## config.mk

```make
export PLATFORM = sky130hd
export DESIGN_NAME = pp_compress_pipe
export DESIGN_NICKNAME = d
export VERILOG_FILES = /design/src/rtl/mult_pkg.sv /design/src/rtl/pp_compress_pipe_compressor42.sv /design/src/rtl/pp_compress_pipe.sv
export SDC_FILE = /design/constraint.sdc
export NUM_CORES = 1
export LEC_CHECK = 0
export CAP_MARGIN = 10
export CORE_MARGIN = 5
export CORE_UTILIZATION = 50
export DETAILED_ROUTE_END_ITERATION = 8
export GPL_ROUTABILITY_DRIVEN = 0
export PLACE_DENSITY = 0.89
export SYNTH_ARGS = -nofsm -noshare
export SYNTH_HDL_FRONTEND = slang
export SYNTH_SLANG_ARGS = --single-unit
```

## constraint.sdc

```tcl
create_clock -name clk -period 4.7 [get_ports clk]
set_input_delay 0.94 -clock clk [delete_from_list [all_inputs] [get_ports clk]]
set_output_delay 0.94 -clock clk [all_outputs]
set_load 0.01 [all_outputs]
```

## src/rtl/mult_pkg.sv

```systemverilog
`default_nettype none
// ============================================================================
//  Module      : mult_pkg
//  Description : Shared constants for the partial-product compression pipe:
//                operand count, word width and pipeline depth for both the
//                registered-CPA build (PP_COMPRESS_CPA_STAGE_EN defined) and
//                the combinational-CPA build (macro undefined).
//  Revision    : 1.0 - initial release
// ============================================================================
package mult_pkg;

    localparam int PP_NUM                  = 8;
    localparam int PP_WIDTH                = 32;

    // Depth with the carry-propagate adder in its own stage / merged into stage 2
    localparam int PIPE_DEPTH_CPA_STAGE    = 3;
    localparam int PIPE_DEPTH_NO_CPA_STAGE = 2;

`ifdef PP_COMPRESS_CPA_STAGE_EN
    localparam int PIPE_DEPTH              = PIPE_DEPTH_CPA_STAGE;
`else
    localparam int PIPE_DEPTH              = PIPE_DEPTH_NO_CPA_STAGE;
`endif

    typedef logic [PP_WIDTH-1:0] pp_word_t;

endpackage : mult_pkg
`default_nettype wire

```

## src/rtl/pp_compress_pipe_compressor42.sv

```systemverilog
`default_nettype none
// ============================================================================
//  Module      : compressor42
//  Description : 1-bit 4:2 compressor built from two chained full adders.
//                a+b+c+d+cin = sum + 2*(carry + cout). cout does not depend on
//                cin, so a row of these has no ripple path through the chain.
//  Revision    : 1.0 - initial release
// ============================================================================
module compressor42 (
    input  logic a,
    input  logic b,
    input  logic c,
    input  logic d,
    input  logic cin,
    output logic sum,
    output logic carry,
    output logic cout
);

    logic w_s1;

    assign w_s1  = a ^ b ^ c;
    assign cout  = (a & b) | (a & c) | (b & c);
    assign sum   = w_s1 ^ d ^ cin;
    assign carry = (w_s1 & d) | (w_s1 & cin) | (d & cin);

endmodule : compressor42
`default_nettype wire

```

## src/rtl/pp_compress_pipe.sv

```systemverilog
`default_nettype none
// ============================================================================
//  Module      : pp_compress_pipe
//  Description : Reduces eight aligned partial products to one product
//                (mod 2^PP_WIDTH) through 4:2 compressor rows and a CPA, in an
//                elastic valid/ready pipeline with bubble collapsing.
//                Config macro PP_COMPRESS_CPA_STAGE_EN:
//                  defined   -> 3 stages (CPA registered on its own)
//                  undefined -> 2 stages (CPA follows the stage-2 row)
//  Revision    : 1.0 - initial release
// ============================================================================
module pp_compress_pipe #(
    parameter int PP_NUM   = mult_pkg::PP_NUM,
    parameter int PP_WIDTH = mult_pkg::PP_WIDTH
) (
    input  logic                clk,
    input  logic                rst,
    input  logic                in_valid,
    output logic                in_ready,
    input  logic [PP_WIDTH-1:0] PP0,
    input  logic [PP_WIDTH-1:0] PP1,
    input  logic [PP_WIDTH-1:0] PP2,
    input  logic [PP_WIDTH-1:0] PP3,
    input  logic [PP_WIDTH-1:0] PP4,
    input  logic [PP_WIDTH-1:0] PP5,
    input  logic [PP_WIDTH-1:0] PP6,
    input  logic [PP_WIDTH-1:0] PP7,
    output logic                out_valid,
    input  logic                out_ready,
    output logic [PP_WIDTH-1:0] out_product
);

    localparam int C_ROWS = 3;   // rows 0,1: stage-1 halves; row 2: stage 2

    logic [PP_WIDTH-1:0] w_pp        [PP_NUM];
    logic [PP_WIDTH-1:0] w_row_in    [C_ROWS][4];
    logic [PP_WIDTH-1:0] w_row_sum   [C_ROWS];
    logic [PP_WIDTH-1:0] w_row_carry [C_ROWS];
    logic [PP_WIDTH-1:0] w_row_cout  [C_ROWS];
    logic                w_unused_msbs;

    logic                en1, en2;
    logic                v1_q, v1_d, v2_q, v2_d;
    logic [PP_WIDTH-1:0] s1_q [4];
    logic [PP_WIDTH-1:0] s1_d [4];
    logic [PP_WIDTH-1:0] prod_q, prod_d;

    assign w_pp[0] = PP0;
    assign w_pp[1] = PP1;
    assign w_pp[2] = PP2;
    assign w_pp[3] = PP3;
    assign w_pp[4] = PP4;
    assign w_pp[5] = PP5;
    assign w_pp[6] = PP6;
    assign w_pp[7] = PP7;

    // Route compressor-row operands: two halves of the input set, then stage-1 vectors
    always_comb begin
        for (int i = 0; i < 4; i++) begin
            w_row_in[0][i] = w_pp[i];
            w_row_in[1][i] = w_pp[4+i];
            w_row_in[2][i] = s1_q[i];
        end
    end

    // Each row: one compressor per bit, cout chained upward, LSB cin tied low.
    // The MSB cout and MSB carry have weight 2^PP_WIDTH and are dropped.
    for (genvar r = 0; r < C_ROWS; r++) begin : g_row
        for (genvar b = 0; b < PP_WIDTH; b++) begin : g_bit
            logic w_cin;
            if (b == 0) begin : g_lsb
                assign w_cin = 1'b0;
            end else begin : g_chain
                assign w_cin = w_row_cout[r][b-1];
            end
            compressor42 u_c42 (
                .a     (w_row_in[r][0][b]),
                .b     (w_row_in[r][1][b]),
                .c     (w_row_in[r][2][b]),
                .d     (w_row_in[r][3][b]),
                .cin   (w_cin),
                .sum   (w_row_sum[r][b]),
                .carry (w_row_carry[r][b]),
                .cout  (w_row_cout[r][b])
            );
        end
    end

    assign w_unused_msbs = ^{w_row_cout[0][PP_WIDTH-1], w_row_cout[1][PP_WIDTH-1],
                             w_row_cout[2][PP_WIDTH-1], w_row_carry[0][PP_WIDTH-1],
                             w_row_carry[1][PP_WIDTH-1], w_row_carry[2][PP_WIDTH-1]};

    assign en1         = ~v1_q | en2;
    assign in_ready    = en1;
    assign out_product = prod_q;

    // Stage 1 next state: capture both row outputs (carries shifted into place)
    always_comb begin
        v1_d = v1_q;
        for (int i = 0; i < 4; i++) s1_d[i] = s1_q[i];
        if (en1) begin
            v1_d    = in_valid;
            s1_d[0] = w_row_sum[0];
            s1_d[1] = w_row_carry[0] << 1;
            s1_d[2] = w_row_sum[1];
            s1_d[3] = w_row_carry[1] << 1;
        end
    end

    // Stage 1 registers
    always_ff @(posedge clk) begin
        if (rst) begin
            v1_q <= 1'b0;
            for (int i = 0; i < 4; i++) s1_q[i] <= '0;
        end else begin
            v1_q <= v1_d;
            for (int i = 0; i < 4; i++) s1_q[i] <= s1_d[i];
        end
    end

`ifdef PP_COMPRESS_CPA_STAGE_EN
    logic                en3;
    logic                v3_q, v3_d;
    logic [PP_WIDTH-1:0] s2_sum_q, s2_sum_d, s2_carry_q, s2_carry_d;

    assign en3       = ~v3_q | out_ready;
    assign en2       = ~v2_q | en3;
    assign out_valid = v3_q;

    // Stage 2 next state: hold the redundant sum/carry pair
    always_comb begin
        v2_d       = v2_q;
        s2_sum_d   = s2_sum_q;
        s2_carry_d = s2_carry_q;
        if (en2) begin
            v2_d       = v1_q;
            s2_sum_d   = w_row_sum[2];
            s2_carry_d = w_row_carry[2] << 1;
        end
    end

    // Stage 3 next state: carry-propagate add into the product register
    always_comb begin
        v3_d   = v3_q;
        prod_d = prod_q;
        if (en3) begin
            v3_d   = v2_q;
            prod_d = s2_sum_q + s2_carry_q;
        end
    end

    // Stage 2 and 3 registers
    always_ff @(posedge clk) begin
        if (rst) begin
            v2_q       <= 1'b0;
            s2_sum_q   <= '0;
            s2_carry_q <= '0;
            v3_q       <= 1'b0;
            prod_q     <= '0;
        end else begin
            v2_q       <= v2_d;
            s2_sum_q   <= s2_sum_d;
            s2_carry_q <= s2_carry_d;
            v3_q       <= v3_d;
            prod_q     <= prod_d;
        end
    end
`else
    logic [PP_WIDTH-1:0] w_cpa_carry;

    assign en2         = ~v2_q | out_ready;
    assign out_valid   = v2_q;
    assign w_cpa_carry = w_row_carry[2] << 1;

    // Stage 2 next state: compress and carry-propagate add in one cycle
    always_comb begin
        v2_d   = v2_q;
        prod_d = prod_q;
        if (en2) begin
            v2_d   = v1_q;
            prod_d = w_row_sum[2] + w_cpa_carry;
        end
    end

    // Stage 2 registers
    always_ff @(posedge clk) begin
        if (rst) begin
            v2_q   <= 1'b0;
            prod_q <= '0;
        end else begin
            v2_q   <= v2_d;
            prod_q <= prod_d;
        end
    end
`endif

endmodule : pp_compress_pipe
`default_nettype wire

```

# Word-level counts from Yosys, hierarchy flattened
# Memory sizes are Yosys's and may differ from the RTL's.
# Index checks and enable logic that the tools add are counted.
[totals] wordCells=1320 ff_bits=34 ramBits=128 latch_bits=0 inputBits=260 mem_count=1 romBits=0 output_inout_bits=34
[memory_table] memory="s1_q" depth=4 width=32 rd=4 rd_clocked_by_memory_dff=0 wr=4 line="pp_compress_pipe.sv:44" text="logic [PP_WIDTH-1:0] s1_q [4];"
[op_classes] mul=0 magnitude_cmp=0 bitwise_logic=1307 n_mux=8 n_shift=0 n_addsub=1 div=0 reduce_logical=0 n_eq_ne=0
[op_table] op="$and 1x1->1" count=552
[op_table] op="$xor 1x1->1" count=381
[op_table] op="$or 1x1->1" count=372
[op_table] op="$mux 128" count=1
[op_table] op="$mux 32" count=4
[op_table] op="$add 32x32->32" count=1
[op_table] op="$mux 1" count=3
[op_table] op="$not 1->1" count=2

# Longest topological paths before layout
[logic_depth] word_depth=8 mapped_depth=14

# By module
# Synthesis repeated with hierarchy kept, for this count alone.
[unflattened] cells_unflattened=1874 hier_area_um2=13828.3
[by_module_without_submodules] mod="pp_compress_pipe" area_each_um2=7101.8 cells_each=914 n_inst=1
[by_module_without_submodules] mod="compressor42" area_each_um2=70.1 cells_each=10 n_inst=96

# Worst setup path after synthesis
# OpenSTA, ideal clock, no wires.
[synth_timing] kind="register -> register" from="memory s1_q[2][2]" to="register prod_q[26] (netlist: out_product[26])" path_stages_with_launch=15 setup_ns=0.117 slack_ns=1.206 arrival_ns=3.377 synth_period_minus_slack_ns=3.494 cell_sequence="dfxtp_1 inv_1 fa_1 fa_1 inv_1 ha_1 inv_1 fa_1 nor2b_1 o211ai_1 a21oi_2 o2111ai_2 a2111oi_2 o21ai_0 a32o_1"
[synth_rtl] item="start, declared" line="pp_compress_pipe.sv:44"
[synth_rtl] item="end signal, assigned" line="pp_compress_pipe.sv:192" text="prod_q <= prod_d;"
[synth_rtl] item="end, declared" line="pp_compress_pipe.sv:46" text="logic [PP_WIDTH-1:0] prod_q, prod_d;"

==> metrics.md <==
| Metric | Value |
|---|---|
| Antenna cells | 0 |
| WP data required | 5.01 ns |
| DR WL/cell | 17.7 um |
| Setup violators final | 0 |
| Cts bufs inserted | 17 |
| Max Slew Vio Count | 0 |
| Initial antenna violation count | 0 |
| Share of cells above drive strength 1 | 3.79% |
| Max IR drop VDD | 0.234 mV |
| Setup slack, reg-to-reg | 0.78 ns |
| DRT met1 WL | 11600 um |
| Hold Crit Class | reg2reg |
| Worst Max-Slew Pin Slew | 1.19 ns |
| Mapped Avg Cell Area | 9.73 sq um |
| PortBufs | 293 |
| Setup TNS | 0 ns |
| DRT iter0 DRCs | 671 |
| Slew HR | 20.2% |
| Post-CTS Setup Inserts | 0 |
| Root buf cell | clkbuf_16 |
| Total track usage | 23.8% |
| TritonCTS clock tree | done |
| Nature of the critical path endpoint | flip-flop |
| Critical path startpoint category | flip-flop |
| Outcome | finished, final reports clean |
| Yosys top cell by area | fa_1 |
| Post-synthesis net count | 1598 |
| CP Class | reg2reg |
| Tcrit/Tclk final | 83.3% |
| Initial Util | 50.4% |
| Global-route wire length before repair | 47200 um |
| Post-Synthesis Cells | 1123 |
| Min Tclk post-route | 3.92 ns |
| PwrDens | 449 mW/mm^2 |
| Syn. warnings | 0 |
| Clock Latency Late Sink | 0.42 ns |
| Via-to-Cell Ratio | 5.44 |
| Skew final | 0.0121 ns |
| Worst R2R End | out_product[26]$_SDFFE_PP0P_ |
| Std-Cell Rows | 54 |
| Post-Syn Area | 0.0109 sq mm |
| Critical R2R Launch | s1_q[2][2]$_SDFFE_PP0P_ |
| Final Core Density | 67.3% |
| Remaining Overflow, GRT | 0 |
| Metal2 WL | 15600 um |
| Yosys cell types | 63 |
| Drt pass-1 iters | 8 |
| Uppermost layer routed | met4 |
| Post-synthesis sequential area ratio | 29.3% |
| Final net count | 1861 |
| MaxCap Viol Count | 0 |
| Number of placed I/O pins | 294 |
| DRT antenna net count | 0 |
| Routed Wire Length | 29700 um |
| Top cells by area, synth | fa_1 (34%), dfxtp_1 (29%), nand2_1 (11%), a21oi_1 (7.5%), ha_1 (3.7%) |
| Met3 WL | 1990 um |
| Vias | 9121 |
| Worst Hold Margin | 0.452 ns |
| Clk pin slew, worst setup/hold paths | 0.06 ns |
| Die X | 158 um |
| Main synth FF type | dfxtp_1 |
| Post-synth ARST share | 0% |
| Post-DP HPWL | 23800 um |
| Worst EP arrival | 4.23 ns |
| Final Hold Vio Count | 0 |
| Share of the synthesized area in the top cell type | 33.5% |
| CP Launch Point | s1_q[2][2]$_SDFFE_PP0P_ |
| Die area | 0.0249 sq mm |
| Clock sink count | 160 |
| EDFF count, synth | 0 |
| CP max FO | 4 |
| #FFs+latches synth | 160 |
| Number of global-route vias before repair | 9759 |
| Drt drc | 0 |
| Cts hold-fix bufs | 0 |
| Largest net degree at the start of global routing | 79 |
| # H-tree levels | 4 |
| Die Ht | 158 um |
| Core footprint | 0.0217 sq mm |
| CP endpoint | out_product[26]$_SDFFE_PP0P_ |
| PostCTS Resize Cnt | 0 |
| RSZ-0062 raised after global routing | false |
| P_leak | 5.93 nW |
| Layout area overhead | 33.7% |
| Fmax achieved | 0.255 GHz |
| CTS Buffer Depth | 2 |
| R2r worst-path depth | 14 |
worst max-delay path, stage by stage, from the launching register on:
cell and delay [ns]:
dfxtp_1 0.33, inv_1 0.06, fa_1 0.57, fa_1 0.42
inv_1 0.07, ha_1 0.17, inv_1 0.07, fa_1 0.45
nor2b_1 0.22, o211ai_1 0.18, a21oi_2 0.20, o2111ai_2 0.21
a2111oi_2 0.47, o21ai_0 0.12, a32o_1 0.26
Yosys cell counts (8+ instances only):
cell type	n
clkbuf_1	45
xor2_1	9
nor2_1	18
dfxtp_1	160
xnor2_1	21
nand2_1	309
a21o_1	8
fa_1	183
inv_1	38
ha_1	32
a21oi_1	164
o21ai_0	28
nand3_1	9
cells in the final DEF (no fill, tap or decap), types with 5 or more instances in the layout:
master | netlist | final
nand2_1 | 309 | 309
clkdlybuf4s50_1 | 0 | 292
fa_1 | 183 | 183
a21oi_1 | 164 | 164
dfxtp_1 | 160 | 160
inv_1 | 38 | 38
ha_1 | 32 | 32
o21ai_0 | 28 | 28
xnor2_1 | 21 | 21
nor2_1 | 18 | 18
clkbuf_16 | 0 | 17
nand3_1 | 9 | 9
xor2_1 | 9 | 9
a21o_1 | 8 | 8
buf_4 | 3 | 7
nor2b_1 | 6 | 6
nor3_1 | 6 | 6
a211oi_1 | 6 | 6
o21a_1 | 5 | 5
a31oi_1 | 5 | 5
or3_1 | 5 | 5
per-layer routing:
metal | vias to the layer above | global-route usage (%)
li1 | 4215 | -
met1 | 4459 | 29.4
met2 | 393 | 42.8
met3 | 54 | 4.89
met4 | 0 | 5.90
met5 | - | 0
cells by family after synthesis:
group | after synthesis | share of synthesized area [%]
fa+ha+maj | 215 | 37.2
buf+inv | 94 | 3.58
compound gates | 249 | 13.4
simple gates | 374 | 14.0
mux | 1 | 0.0916
flops | 160 | 29.3
xor+xnor | 30 | 2.41
how the worst min path moves through the flow:
stage | depth (start not counted) | endpoint | from
floorplan | 2 | out_valid$_SDFFE_PP0P_ | v1_q$_SDFFE_PP0P_
global placement | 2 | out_product[17]$_SDFFE_PP0P_ | out_product[17]$_SDFFE_PP0P_
detailed placement | 2 | s1_q[3][2]$_SDFFE_PP0P_ | s1_q[3][2]$_SDFFE_PP0P_
CTS | 2 | s1_q[3][2]$_SDFFE_PP0P_ | s1_q[3][2]$_SDFFE_PP0P_
global route | 2 | s1_q[3][2]$_SDFFE_PP0P_ | s1_q[3][2]$_SDFFE_PP0P_
finish | 2 | s1_q[3][2]$_SDFFE_PP0P_ | s1_q[3][2]$_SDFFE_PP0P_
final cells by class:
cell class              instances  area, sq um
clock buffers                  21          460
fillers                      1617         7080
flip-flops and latches        160         3200
inverters                      39          149
well taps                     280          350
multi-input cells             869         7330
repair buffers                299         2980
clock inverters                 9          135
registers in the layout, summed over array words and instances (netlist names):
| signal | count |
|---|---|
| s1_q | 126 |
| out_product | 32 |
| out_valid | 1 |
| v1_q | 1 |
power by group:
part           leakage (nW)  internal, W  switching, W
logic                  4.31      0.00153       0.00181
clock network         0.281     0.000859      0.000551
registers              1.33      0.00163      0.000185
through the flow:
stage	setup slack [ns]	total power (W)	cell area [sq um]	cells
after floorplan	1.21	0.00396	10900	1123
after global placement	1.01	0.00498	14000	1647
after global routing	0.518	0.00704	14600	1677
after CTS	0.847	0.00655	14600	1677
final	0.784	0.00656	14600	1677
after detailed placement	0.894	0.00508	14000	1647
(Power assumes the default switching activity.)
